**src/rtl/divisor_secuencial.sv**
```systemverilog
// divisor_secuencial: sequential restoring (shift-subtract) unsigned divider.
// It produces one quotient bit per SHIFT/SUB pair. DONE is a one-cycle pulse.
// Divide-by-zero is detected in LOAD and skips the iteration loop.
// Results and DIV0 hold until the next LOAD.
module divisor_secuencial #(
   parameter int unsigned WIDTH = 16
) (
   input  logic             clk,
   input  logic             reset,
   input  logic             init,
   input  logic [WIDTH-1:0] Dividendo,
   input  logic [WIDTH-1:0] Divisor,
   output logic [WIDTH-1:0] Cociente,
   output logic [WIDTH-1:0] Residuo,
   output logic             DONE,
   output logic             DIV0,
   output logic             BUSY
);

   localparam int unsigned CW = $clog2(WIDTH + 1);

   typedef enum logic [2:0] {
      ST_IDLE,
      ST_LOAD,
      ST_SHIFT,
      ST_SUB,
      ST_END
   } state_t;

   state_t           state_q, state_d;
   logic [WIDTH:0]   a_q, a_d;       // partial remainder, one guard bit
   logic [WIDTH-1:0] q_q, q_d;       // dividend shifting out, quotient shifting in
   logic [WIDTH-1:0] b_q, b_d;       // captured divisor
   logic [CW-1:0]    cnt_q, cnt_d;   // remaining quotient bits
   logic [WIDTH-1:0] coc_q, coc_d;
   logic [WIDTH-1:0] res_q, res_d;
   logic             div0_q, div0_d;
   logic             done_q, done_d;
   logic             busy_q, busy_d;
   logic [WIDTH:0]   a_diff;

   // State and datapath registers, asynchronously cleared by active-low reset
   always_ff @(posedge clk or negedge reset) begin
      if (!reset) begin
         state_q <= ST_IDLE;
         a_q     <= '0;
         q_q     <= '0;
         b_q     <= '0;
         cnt_q   <= '0;
         coc_q   <= '0;
         res_q   <= '0;
         div0_q  <= 1'b0;
         done_q  <= 1'b0;
         busy_q  <= 1'b0;
      end else begin
         state_q <= state_d;
         a_q     <= a_d;
         q_q     <= q_d;
         b_q     <= b_d;
         cnt_q   <= cnt_d;
         coc_q   <= coc_d;
         res_q   <= res_d;
         div0_q  <= div0_d;
         done_q  <= done_d;
         busy_q  <= busy_d;
      end
   end

   // Next-state and datapath update for the restoring division sequence
   always_comb begin
      state_d = state_q;
      a_d     = a_q;
      q_d     = q_q;
      b_d     = b_q;
      cnt_d   = cnt_q;
      coc_d   = coc_q;
      res_d   = res_q;
      div0_d  = div0_q;
      a_diff  = a_q - {1'b0, b_q};

      case (state_q)
         ST_IDLE: begin
            if (init) begin
               state_d = ST_LOAD;
            end
         end

         ST_LOAD: begin
            a_d    = '0;
            q_d    = Dividendo;
            b_d    = Divisor;
            cnt_d  = CW'(WIDTH);
            div0_d = 1'b0;
            if (Divisor == '0) begin
               coc_d   = '1;
               res_d   = Dividendo;
               div0_d  = 1'b1;
               state_d = ST_END;
            end else begin
               state_d = ST_SHIFT;
            end
         end

         ST_SHIFT: begin
            {a_d, q_d} = {a_q[WIDTH-1:0], q_q, 1'b0};
            state_d    = ST_SUB;
         end

         ST_SUB: begin
            if (a_q >= {1'b0, b_q}) begin
               a_d = a_diff;
               q_d = {q_q[WIDTH-1:1], 1'b1};
            end
            cnt_d = cnt_q - CW'(1);
            if (cnt_q == CW'(1)) begin
               // Results are registered on the edge that enters END, so they are
               // already visible in the END cycle alongside the DONE pulse.
               coc_d   = q_d;
               res_d   = a_d[WIDTH-1:0];
               state_d = ST_END;
            end else begin
               state_d = ST_SHIFT;
            end
         end

         ST_END: begin
            state_d = ST_IDLE;
         end

         default: begin
            state_d = ST_IDLE;
         end
      endcase
   end

   // Status flags are registered from the next state so they clear with reset
   always_comb begin
      done_d = (state_d == ST_END);
      busy_d = (state_d != ST_IDLE);
   end

   assign Cociente = coc_q;
   assign Residuo  = res_q;
   assign DIV0     = div0_q;
   assign DONE     = done_q;
   assign BUSY     = busy_q;

endmodule

```
**config.mk**
```make
export PLATFORM = sky130hd
export DESIGN_NAME = divisor_secuencial
export DESIGN_NICKNAME = d
export VERILOG_FILES = /design/src/rtl/divisor_secuencial.sv
export SDC_FILE = /design/constraint.sdc
export NUM_CORES = 1
export LEC_CHECK = 0
export ABC_CLOCK_PERIOD_IN_PS = 4200
export BUFFER_PORTS_ARGS = -buffer_cell sky130_fd_sc_hd__buf_2
export CORE_MARGIN = 3
export CORE_UTILIZATION = 63
export DETAILED_ROUTE_END_ITERATION = 6
export PLACE_DENSITY = 0.84
export SLEW_MARGIN = 20
export SYNTH_ARGS = -nofsm -noshare
export SYNTH_HDL_FRONTEND = slang
export SYNTH_SLANG_ARGS = --single-unit
```
**constraint.sdc**
```tcl
create_clock -name clk -period 4.2 [get_ports clk]
set_input_delay 0.84 -clock clk [delete_from_list [all_inputs] [get_ports clk]]
set_output_delay 0.84 -clock clk [all_outputs]
set_load 0.05 [all_outputs]
```
==> summary.md <==
| Metric | Value |
|---|---|
| Post-cts resize count | `0` |
| Buffer count from post-CTS setup fixing | `0` |
| H-tree depth | `3` |
| Number of synthesized flops with an enable pin | `0` |
| Sequential-to-total area share from yosys stat | `0.442` |
| CTS root buffer | `clkbuf_8` |
| Clk buf depth | `2` |
| Clock Skews | `13.4 ps` |
| Critical Path Max Stage Delay | `590 ps` |
| Clock Latency Late Sink | `360 ps` |
| GP Congestion | `0.903` |
| Initial core utilization | `0.660` |
| Total negative slack | `0 ps` |
| R2r startpoint | `a_q[7]` |
| Syn nets | `662` |
| CTS clk-pin slew, worst paths | `100 ps` |
| Placed instance count | `756` |
| FF-to-FF path depth | `7` |
| Cell Area, Synth | `5210 µm²` |
| R2R setup slack | `1390 ps` |
| Final setup fails | `0` |
| Final #Nets | `719` |
| Buf/Inv on CP | `0` |
| Vias in the first global route | `4722` |
| Share of flip-flops with an asynchronous set or reset | `1.00` |
| Fmax | `357 MHz` |
| Worst-Margin Slew | `1060 ps` |
| Grt total ovfl | `0` |
| Pleak | `2.56 nW` |
| WL/cell | `17.3 µm` |
| Routed vias/inst | `6.37` |
| Worst hold path depth | `2` |
| Crit path launch type | `flip-flop` |
| Critical path's slowest cell | `nor2_2` |
| Port Buf Inserts | `69` |
| Synthesis-stage register bit count | `92` |
| Top delay family on crit path | `simple AND/OR/NAND/NOR gates` |
| Largest area contributor in the netlist | `dfrtp_1` |
| Critical Path End | `Residuo[3]` |
| Setup crit end kind | `flip-flop` |
| Top post-synthesis cells by area | `dfrtp_1 (44%), nor2_1 (7.2%), a21oi_1 (5.8%)` |
| Worst Setup SP | `a_q[7]` |
| Die Span Y | `96.9 µm` |
| Maximum number of pins on one net before global-route repair | `78` |
| Core area | `7890 µm²` |
| # rows | `32` |
| Yosys top cell area share | `0.442` |
| Critical-path maximum fanout | `16` |
| Worst-path cell chain | `ha_1 -> and4_1 -> a31oi_1 -> nand2_1 -> nor2_2 -> a22oi_1 -> a21oi_1` |
| CTS tree | `done` |
| Final wirelength | `13.3 mm` |
| Pwr dens | `887 nW/µm²` |
| Vias | `4921` |
| Min Tclk post-route | `2810 ps` |
| Hold_buf cts | `0` |
| Most frequent cells in the layout | `nor2_1 (100), dfrtp_1 (92), buf_2 (68)` |
| Chip Width | `96.9 µm` |
| DRT Pass-1 Iters | `6` |
| Area Overhead vs Synth | `11.1%` |
| Avg Cell Area, Syn | `8.56 µm²` |
| CTS Sinks | `92` |
| Outcome | `complete, no violations` |
| Layout Cells excl Fill | `772` |
| DR DRC count | `0` |
| Layout fillers | `594` |
| Layout cells sized above 1 | `0.178` |
| Met1 wire length | `5.78 mm` |
| Cell depth of the worst setup path | `7` |
| Global-route wire length before repair | `22.7 mm` |
| Max-slew violation count | `0` |
| GRT Overall Usage | `0.291` |
| Max IR drop VDD | `570 µV` |
| Reg2Reg Capture Point | `Residuo[3]` |
| Synth unique cells | `65` |
| Hold Vio Cnt, Final | `0` |
| Gate Count Post-Synth | `608` |
| DP HPWL | `9.57 mm` |
| Type of the most critical hold path | `flip-flop to flip-flop` |
| Antenna violations before repair | `0` |
| Total of max-cap violations | `0` |
| Met3 wire len | `792 µm` |
| Post-route ant nets | `0` |
| Ys Warns | `0` |
| Crit Path Class | `flip-flop to flip-flop` |
| Most common cell after layout, fill and taps aside | `nor2_1` |
| CTS buffer count | `9` |
| Top Ports | `70` |
| Slew headroom | `0.292` |
| WP data required | `4480 ps` |
| Crit share post-route | `0.668` |
| Max layer used | `met4` |
| DR WL met2 | `6.39 mm` |
| Ant diodes | `0` |
| Final core utilization | `0.733` |
| Min-delay src | `cnt_q[1]` |
| RSZ-0062 raised after global routing | `false` |
| Top_reg_cell synth | `dfrtp_1` |
| First DRT Iteration DRCs | `389` |
| Worst path arrival time | `3090 ps` |
| Die ar. | `9390 µm²` |
==> cell families (layout without fill, tap and decap cells) <==
logic type | after synthesis | in the layout | share of synthesized area
and+or+nand+nor | 220 | 220 | 0.185
AOI/OAI and AO/OA | 201 | 201 | 0.253
DFF | 92 | 92 | 0.442
buffers and inverters | 66 | 128 | 0.0550
adders and majority gates | 19 | 19 | 0.0471
xor gates and xnor gates | 7 | 7 | 0.0118
muxes | 3 | 3 | 0.00625
==> flip-flops by register name, summed over array words and instances, names as in the netlist, 3 cells and up <==
signal,count
Residuo,16
q_q,16
state_q,3
b_q,16
a_q,17
cnt_q,5
Cociente,16
==> final cells by class <==
cell class / instances / area [µm²] / share of cell area
Multi-Input combinational cell: 450 / 2620 / 0.453
Clock buffer: 10 / 138 / 0.0238
Sequential cell: 92 / 2300 / 0.398
Clock inverter: 6 / 53.8 / 0.00931
Timing Repair Buffer: 78 / 415 / 0.0718
Inverter: 34 / 128 / 0.0221
Tap cell: 102 / 128 / 0.0221
==> per-layer routing <==
layer | up-vias | track usage
li1 | 2279 | -
met1 | 2372 | 0.410
met2 | 227 | 0.462
met3 | 43 | 0.0375
met4 | 0 | 0.109
met5 | - | 0
==> synth_stat cells (3+ instances only) <==
cell and instances:
nor4_1 4, o21a_1 8, o21ai_0 40, a21oi_1 60, or3_1 3, clkbuf_1 14, nor2_2 5, buf_4 5
a22oi_1 7, buf_2 4, nor3_2 3, o32a_1 4, o21ai_1 5, nor3_1 20, dfrtp_1 92, a21o_1 5
nand2_1 56, nor2_1 100, buf_1 7, a221o_1 5, a222oi_1 5, a31oi_1 7, o22ai_1 30, and2_1 3
nand3_1 14, nor2b_1 3, inv_1 32, ha_1 18, xnor2_1 5
==> metrics by stage <==
step | cell area, µm² | worst slack [ps] | hold slack (ps) | power, mW
after global placement | 5590 | 1170 | 481 | 4.36
after floorplan | 5210 | 1870 | 462 | 3.83
after CTS | 5780 | 1420 | 503 | 5.08
final | 5780 | 1390 | 507 | 5.13
after global routing | 5780 | 1210 | 537 | 5.53
after detailed placement | 5590 | 1050 | 482 | 4.49
==> worst reg2reg max path: cells and delay by family (launching register included) <==
family | cells | cell delay [ps]
adder cells (fa/ha/maj) | 1 | 400
AND/OR/NAND/NOR | 3 | 1050
AO/OA/AOI/OAI | 3 | 840
flip-flops | 1 | 440
==> where the power goes <==
part           switching (mW)  internal, mW
clock network           0.347         0.245
registers               0.314          1.25
logic                    1.98         0.994
total                    2.64          2.49
==> worst min-delay path by stage <==
stage          endpoint  slack (ps)
3_5_place_dp   cnt_q[1]         480
3_3_place_gp   cnt_q[1]         480
5_1_grt        cnt_q[1]         540
2_1_floorplan  cnt_q[1]         460
6_report       cnt_q[1]         510
4_1_cts        cnt_q[1]         500
(Power assumes the default switching activity.)
